### src/rtl/bus_arbiter_ctrl.sv
// Two-master round-robin bus arbiter with address/data phase control.
// Outputs are decoded from registered state; status pulses are registered.
module bus_arbiter_ctrl #(
  parameter int TIMEOUT = 16
) (
  input  logic       clk,
  input  logic       rst,
  input  logic       hbusreq1,
  input  logic       hbusreq2,
  input  logic       hwrite1,
  input  logic       hwrite2,
  input  logic       rdyout,
  input  logic [1:0] respout,
  output logic       hgrant1,
  output logic       hgrant2,
  output logic       sel1,
  output logic       sel2,
  output logic       mux1,
  output logic       sel3,
  output logic       sel4,
  output logic       mux2,
  output logic       Aout,
  output logic       Dout,
  output logic       hdone,
  output logic       herr,
  output logic       htimeout
);

  localparam int CW = $clog2(TIMEOUT + 1);
  localparam logic [CW-1:0] CLAST = CW'(TIMEOUT - 1);
  localparam logic [CW-1:0] CMAX = CW'(TIMEOUT);

  typedef enum logic [1:0] {
    IDLE = 2'd0,
    ADDR = 2'd1,
    DATA = 2'd2
  } state_t;

  state_t        state_q, state_d;
  logic          own_q, own_d;
  logic          wflag_q, wflag_d;
  logic          last_q, last_d;
  logic [CW-1:0] cnt_q, cnt_d;
  logic          done_q, done_d;
  logic          err_q, err_d;
  logic          to_q, to_d;

  logic any_req;
  logic win_idle;
  logic win_b2b;
  logic own_wr;

  // Owner encoding: 0 = master 1, 1 = master 2.
  assign any_req  = hbusreq1 | hbusreq2;
  assign win_idle = (hbusreq1 & hbusreq2) ? ~last_q : ~hbusreq1;
  assign win_b2b  = (hbusreq1 & hbusreq2) ? ~own_q : ~hbusreq1;
  assign own_wr   = own_q ? hwrite2 : hwrite1;

  always_ff @(posedge clk or posedge rst) begin
    if (rst) begin
      state_q <= IDLE;
      own_q   <= 1'b0;
      wflag_q <= 1'b0;
      last_q  <= 1'b1;
      cnt_q   <= '0;
      done_q  <= 1'b0;
      err_q   <= 1'b0;
      to_q    <= 1'b0;
    end else begin
      state_q <= state_d;
      own_q   <= own_d;
      wflag_q <= wflag_d;
      last_q  <= last_d;
      cnt_q   <= cnt_d;
      done_q  <= done_d;
      err_q   <= err_d;
      to_q    <= to_d;
    end
  end

  always_comb begin
    state_d = state_q;
    own_d   = own_q;
    wflag_d = wflag_q;
    last_d  = last_q;
    cnt_d   = cnt_q;
    done_d  = 1'b0;
    err_d   = 1'b0;
    to_d    = 1'b0;
    unique case (state_q)
      IDLE: begin
        if (any_req) begin
          state_d = ADDR;
          own_d   = win_idle;
          wflag_d = win_idle ? hwrite2 : hwrite1;
        end
      end
      ADDR: begin
        state_d = DATA;
        cnt_d   = '0;
      end
      DATA: begin
        if (rdyout) begin
          if (respout == 2'b10) begin
            state_d = ADDR;
            wflag_d = own_wr;
            cnt_d   = '0;
          end else begin
            done_d = 1'b1;
            err_d  = (respout == 2'b01);
            last_d = own_q;
            if (any_req) begin
              state_d = ADDR;
              own_d   = win_b2b;
              wflag_d = win_b2b ? hwrite2 : hwrite1;
            end else begin
              state_d = IDLE;
            end
          end
        end else if (cnt_q >= CLAST) begin
          to_d    = 1'b1;
          err_d   = 1'b1;
          last_d  = own_q;
          state_d = IDLE;
          cnt_d   = '0;
        end else if (cnt_q != CMAX) begin
          cnt_d = cnt_q + 1'b1;
        end
      end
      default: state_d = IDLE;
    endcase
  end

  logic busy;
  assign busy = (state_q != IDLE);

  assign hgrant1  = busy & ~own_q;
  assign hgrant2  = busy & own_q;
  assign mux1     = busy & own_q;
  assign mux2     = busy & own_q;
  assign sel1     = (state_q == ADDR) & ~own_q;
  assign sel2     = (state_q == ADDR) & own_q;
  assign sel3     = (state_q == ADDR) & ~own_q & wflag_q;
  assign sel4     = (state_q == ADDR) & own_q & wflag_q;
  assign Aout     = (state_q == DATA);
  assign Dout     = (state_q == DATA) & wflag_q;
  assign hdone    = done_q;
  assign herr     = err_q;
  assign htimeout = to_q;

endmodule

### config.mk
export PLATFORM = sky130hd
export DESIGN_NAME = bus_arbiter_ctrl
export DESIGN_NICKNAME = d
export VERILOG_FILES = /design/src/rtl/bus_arbiter_ctrl.sv
export SDC_FILE = /design/constraint.sdc
export NUM_CORES = 1
export LEC_CHECK = 0
export CAP_MARGIN = 15
export CORE_UTILIZATION = 52
export DETAILED_ROUTE_END_ITERATION = 8
export PLACE_DENSITY = 0.83
export SLEW_MARGIN = 0
export SYNTH_ARGS = -nofsm -noshare
export SYNTH_HDL_FRONTEND = slang
export SYNTH_SLANG_ARGS = --single-unit
### constraint.sdc
create_clock -name clk -period 4.3 [get_ports clk]
set_input_delay 0.645 -clock clk [delete_from_list [all_inputs] [get_ports clk]]
set_output_delay 0.645 -clock clk [all_outputs]
set_load 0.005 [all_outputs]
==> results of run 1 <==
cell usage in the layout, fill, tap and decap left out, types with 2 or more instances in the layout:
master | Yosys | routed
nor2b_1 | 4 | 4
inv_1 | 9 | 9
and2_1 | 2 | 2
o21ai_0 | 7 | 7
nor2_1 | 8 | 8
nand2_1 | 4 | 4
a22o_1 | 2 | 2
and2_2 | 3 | 3
nand3_1 | 2 | 2
nand2b_1 | 2 | 2
ha_1 | 8 | 8
clkdlybuf4s50_1 | 0 | 21
a21boi_0 | 2 | 2
o32ai_1 | 3 | 3
clkbuf_4 | 0 | 3
and3_1 | 3 | 3
dfrtp_1 | 12 | 12
worst paths after layout:
kind / from / endpoint / slack (ps) / cells past startpoint
worst max-delay path: state_q[0] / Dout / 1780 / 4
worst min-delay path: wflag_q / wflag_q / 540 / 1
worst max register to register: state_q[0] / state_q[1] / 2180 / 6
worst min register to register: wflag_q / wflag_q / 540 / 1
max in group asynchronous: rst / last_q / 3260 / 2
min in group asynchronous: rst / htimeout / 680 / 2
cell usage after synthesis, drive strengths merged:
master	count	share of area, %
dfrtp	12	32
inv	9	3.6
ha	8	11
nor2	8	3.2
o21ai	7	3.8
and2	5	3.8
and3	4	3.2
nand2	4	1.6
nor2b	4	2.7
nand2b	3	2.3
o32ai	3	2.8
a21boi	2	1.6
a21oi	2	1.5
a22o	2	1.9
buf	2	1.6
clkbuf	2	0.80
mux2	2	2.8
nand3	2	1.1
a2111oi	1	2.9
a211oi	1	0.80
a2bb2oi	1	0.94
a311oi	1	0.94
and2b	1	0.94
dfstp	1	2.8
mux2i	1	1.1
nand3b	1	0.80
nor3	1	0.54
nor3b	1	0.80
o2111a	1	1.2
o21bai	1	0.80
o22ai	1	0.67
o2bb2ai	1	0.94
o311ai	1	1.7
o31a	1	0.94
worst reg2reg max path, delay by kind of cell, from the launching register on:
kind	cells	cell delay (ps)
compound gates	2	640
flops	1	420
fa+ha+maj	1	370
mux	1	310
simple gates	1	150
buf+inv	1	120
per-layer routing:
layer  track usage [%]  part of all wire (%)
met3              6.53                   5.4
met1              30.7                    46
met4              6.06                   1.5
met2              37.6                    47
met5                 0                     0
power groups by stage:
stage                     Sequential, W   Clock, W  Combinational, W
after CTS                      0.000195  0.0000780          0.000333
after global routing           0.000203  0.0000822          0.000367
after global placement         0.000195          0          0.000324
final                          0.000196  0.0000761          0.000330
after detailed placement       0.000197          0          0.000332
after floorplan                0.000179          0          0.000228
flip-flops by register name, indices dropped and copies added, names as in the netlist:
| register | cells |
|---|---|
| hdone | 1 |
| own_q | 1 |
| state_q | 2 |
| last_q | 1 |
| wflag_q | 1 |
| htimeout | 1 |
| herr | 1 |
| cnt_q | 5 |
logic make-up (layout without fill, tap and decap cells):
group | Yosys count | count (layout) | synth area share (%)
AOI/OAI and AO/OA | 26 | 26 | 23.5
adders and majority gates | 8 | 8 | 10.7
buffers and inverters | 13 | 34 | 6.03
DFF | 13 | 13 | 35.0
muxes | 3 | 3 | 3.89
and+or+nand+nor | 34 | 34 | 20.9
stage by stage:
stage	util, %	area, um^2	hold slack [ps]	setup WS, ps	std cells
3_3_place_gp	72.2	1150	529	1940	138
6_report	73.9	1180	543	1780	142
4_1_cts	73.9	1180	548	1780	142
2_1_floorplan	-	933	475	2400	97
3_5_place_dp	72.2	1150	530	1870	138
5_1_grt	73.9	1180	593	1680	142
cell type report:
cell class / instances / area [um^2]
clock buffer: 4 / 26.3
fill: 123 / 417
inverter: 9 / 33.8
multi-input combinational: 71 / 551
sequential: 13 / 327
tap: 24 / 30.0
timing repair buffer: 21 / 210
==> metrics.cfg, run 1 <==
[status]
outcome=complete, no violations

[die]
die_w_um=44.4
start_util_pct=58.6
die_h_um=44.4
die_area_mm2=0.00197
io_pins=22
core_area_mm2=0.00159
rows=14

[timing]
rsz0062_at_grt=no
min_period_ps=2520
max_freq_ghz=0.397
period_share_pct=58.6
skew_ps=3.43
hold_viol=0
tns_ps=0
setup_viol=0
worst_slew_pin_slew_ps=529
slew_headroom_pct=64.3
finalMaxSlewViolations=0

[logic_synthesis]
syn_area_um2=933
ys_types=39
synth.net_count=114
avgSynthCellArea_um2=9.62
synth-seq-cells=13
synth.yosys.warnings=0
ys_seq_area_share_pct=35.0
synth_cells=97

[place]
hpwl_um=1500
finalWeightedCongestion=0.771
io_buffers=21

[clocking]
cts_sinks=13
htreeDepth=1
cts.path.max_buffers=2
ctsResizeCount=0
cts_tree=built
clock_latency_ps=280
cts_root_buf=clkbuf_4
cts_inserted_buffers=3
cts_hold_buf=0
post_cts_buffers=0
clk_pin_slew_ps=80

[drt]
antenna_left=0
wirelength_um=1900
drc=0
wl_per_cell_um=13.4
vias=771
firstDrtPassIters=4
drtIter0Drc=10
via_per_inst=5.43

[critical_path]
crit_arrival_ps=1870
crit_path_max_fanout=10
path_cells=inv_1 -> ha_1 -> and2_2 -> clkdlybuf4s50_1
cp-end-kind=primary output
cp_top_family=buffers and inverters
worstSetupStartpointType=register
cp_slowest_cell=clkdlybuf4s50_1
required_ps=3650
worstSetupPathType=register to primary output
slowest_delay_ps=490
critPathBufInv=2

[power_and_ir_drop]
internal_power_w=0.000374
peakVddDrop_mv=0.399
clockPowerShare_pct=12.6
p_seq_share_pct=32.6
switching_share_pct=37.9
p_comb_share_pct=54.8
switchingPower_w=0.000229
finalPower_w=0.000602
p_per_area_mw_per_mm2=512
leakage_nw=0.498

[cells_and_area]
antenna_cells=0
layout-drive-gt1-share_pct=12.7
nNetsFinal=136
area_delta_synth_final_pct=26.1

[global_route]
grt_pass1_vias=763
antenna_found_initial=0
grt_max_degree=14
grt_usage_pct=23.3
overflow=0
grt_pass1_wl_um=3350

[flow_run]
maxCapViolCount=0

[min_path]
worst_hold_path_type=register to register

No activity file was read; power rests on OpenSTA's default activity.
==> inputs of run 2 (changes only) <==
--- a/config.mk
+++ b/config.mk
@@ -6,9 +6,9 @@
 export NUM_CORES = 1
 export LEC_CHECK = 0
 export CAP_MARGIN = 15
-export CORE_UTILIZATION = 52
+export CORE_UTILIZATION = 48
 export DETAILED_ROUTE_END_ITERATION = 8
-export PLACE_DENSITY = 0.83
+export PLACE_DENSITY = 0.77
 export SLEW_MARGIN = 0
 export SYNTH_ARGS = -nofsm -noshare
 export SYNTH_HDL_FRONTEND = slang
==> constraint.sdc (replaced) <==
create_clock -name clk -period 2.55 [get_ports clk]
set_input_delay 0.3825 -clock clk [delete_from_list [all_inputs] [get_ports clk]]
set_output_delay 0.3825 -clock clk [all_outputs]
set_load 0.005 [all_outputs]
==> run 2 against run 1 <==
Compared with the run above: power is 69% higher; clock-buffer cell count did not move; non-clock buffer count unchanged; global-route usage decreased by 2.9 points; wire length shrank 1.4%; highest routed layer unchanged.
==> metrics.cfg, run 2 (same netlist as run 1, synthesis figures left out) <==
[status]
outcome=complete, no violations

[cells_and_area]
final_cell_area_mm2=0.00118  ; +0.11%
fillers=150  ; +22%
antenna_cells=0  ; unchanged
multiInputGateArea_um2=551  ; unchanged
top_register=cnt_q
top_regs=cnt_q (5), state_q (2)
area_delta_synth_final_pct=26.3
layout.cells.most_common_list=clkdlybuf4s50_1 (21), dfrtp_1 (12), inv_1 (9)
largest_register_ffs=5  ; unchanged
layout-drive-gt1-share_pct=12.7  ; unchanged
regArea_um2=327  ; unchanged
final_common_cell=clkdlybuf4s50_1
nNetsFinal=136  ; unchanged

[timing]
finalMaxSlewViolations=0  ; unchanged
rsz0062_at_grt=no
setup_viol=0  ; unchanged
hold_viol=0  ; unchanged
slew_headroom_pct=64.4  ; +0.10 points
worst_slew_pin_slew_ps=528  ; -1.49 ps
worst_slack_ps=288  ; -1490 ps
max_freq_ghz=0.442
min_period_ps=2260
skew_ps=2.37  ; -1.06 ps
period_share_pct=88.7
tns_ps=0  ; unchanged

[global_route]
grtUsageMet3_pct=5.88  ; -0.65 points
grt_max_degree=14  ; unchanged
use_met2_pct=32.1  ; -5.5 points
overflow=0  ; unchanged
top_usage_layer=met2
grt_pass1_wl_um=3020  ; -10%
grt_util_met1_pct=26.5  ; -4.1 points
grt_usage_pct=20.4  ; -2.9 points
antenna_found_initial=0  ; unchanged
grt_pass1_vias=698  ; -8.5%

[clocking]
cts_tree=built
cts_inserted_buffers=3  ; unchanged
clock_latency_ps=280  ; about the same
cts.path.max_buffers=2  ; unchanged
cts_sinks=13  ; unchanged
cts_hold_buf=0  ; unchanged
htreeDepth=1  ; unchanged
ctsResizeCount=0  ; unchanged
post_cts_buffers=0  ; unchanged
clk_pin_slew_ps=80  ; about the same
cts_root_buf=clkbuf_4

[die]
die_area_mm2=0.00212  ; +8.0%
core_area_mm2=0.00178  ; +12%
io_pins=22  ; unchanged
die_w_um=46.1  ; +3.9%
rows=15  ; +1
die_h_um=46.1  ; +3.9%
start_util_pct=52.4  ; -6.2 points

[power_and_ir_drop]
peakVddDrop_mv=0.545  ; +37%
clockPowerShare_pct=13.1  ; +0.5 points
internal_power_w=0.000632  ; +69%
finalPower_w=0.00102  ; +69%
switchingPower_w=0.000384  ; +68%
p_comb_share_pct=55.0  ; +0.2 points
p_seq_share_pct=32.0  ; -0.6 points
p_per_area_mw_per_mm2=862  ; +68%
switching_share_pct=37.8  ; -0.17 points
leakage_nw=0.498  ; unchanged

[critical_path]
r2r_start=state_q[0]
worstSetupStartpointType=register
cp_slowest_cell=clkdlybuf4s50_1
rr_endpoint=state_q[1]
rr_worst_depth=6  ; unchanged
critPathBufInv=2  ; unchanged
cp_top_family=buffers and inverters
r2r_setup_slack_ps=460  ; -1720 ps
required_ps=2170  ; -1480 ps
cp-end-kind=primary output
slowest_delay_ps=480  ; about the same
worstSetupPathType=register to primary output
crit_arrival_ps=1880  ; about the same
path_cells=inv_1 -> ha_1 -> and2_2 -> clkdlybuf4s50_1
crit_path_max_fanout=10  ; unchanged

[drt]
via_per_inst=5.31  ; -2.1%
wl_per_cell_um=13.1  ; -2.1%
firstDrtPassIters=4  ; unchanged
drc=0  ; unchanged
drtIter0Drc=11  ; +1
vias=760  ; -1.4%
wirelength_um=1870  ; -1.4%
antenna_left=0  ; unchanged

[place]
io_buffers=21  ; unchanged
hpwl_um=1430  ; -4.5%
finalWeightedCongestion=0.801  ; +3.9%
placed_cell_area_mm2=0.00115  ; +0.11%
pre_cts_ws_ps=414  ; -1450 ps

[flow_run]
maxCapViolCount=0  ; unchanged

[min_path]
worst_hold_path_type=input pin to asynchronous set/reset pin

## run 2: worst max path at each step
stage / from / to / slack, ps / depth (start not counted)
2_1_floorplan: cnt_q[0] / state_q[1] / 650 / 6
6_report: state_q[0] / Dout / 290 / 4
3_5_place_dp: rdyout / state_q[1] / 410 / 5
5_1_grt: state_q[0] / Dout / 170 / 4
4_1_cts: state_q[0] / Dout / 280 / 4
3_3_place_gp: rdyout / state_q[1] / 450 / 5
## run 2: layout make-up
type / count / share of cell area [%]
Timing Repair Buffer: 21 / 17.8
Clock buffer: 4 / 2.23
Multi-Input combinational cell: 71 / 46.7
Sequential cell: 13 / 27.7
Inverter: 9 / 2.87
Tap cell: 25 / 2.65
## run 2: power groups by stage
stage               Clock (W)  Combinational, W  Sequential (W)
floorplan                   0          0.000384        0.000301
global placement            0          0.000551        0.000326
detailed placement          0          0.000556        0.000329
CTS                  0.000139          0.000562        0.000325
global route         0.000150          0.000621        0.000335
finish               0.000133          0.000558        0.000324
## run 2: metal layers
layer / vias to the layer above / part of all wire [%]
met5: - / 0
met4: 0 / 0.53
met3: 2 / 3.3
met2: 15 / 48
met1: 358 / 49
li1: 385 / -
## run 2: stage by stage
| stage | cells | hold WS (ps) | utilization, % |
|---|---|---|---|
| after floorplan | 97 | 259 | - |
| after global placement | 139 | 517 | 64.6 |
| after detailed placement | 139 | 513 | 64.6 |
| after CTS | 143 | 449 | 66.1 |
| after global routing | 143 | 495 | 66.1 |
| final | 143 | 429 | 66.1 |
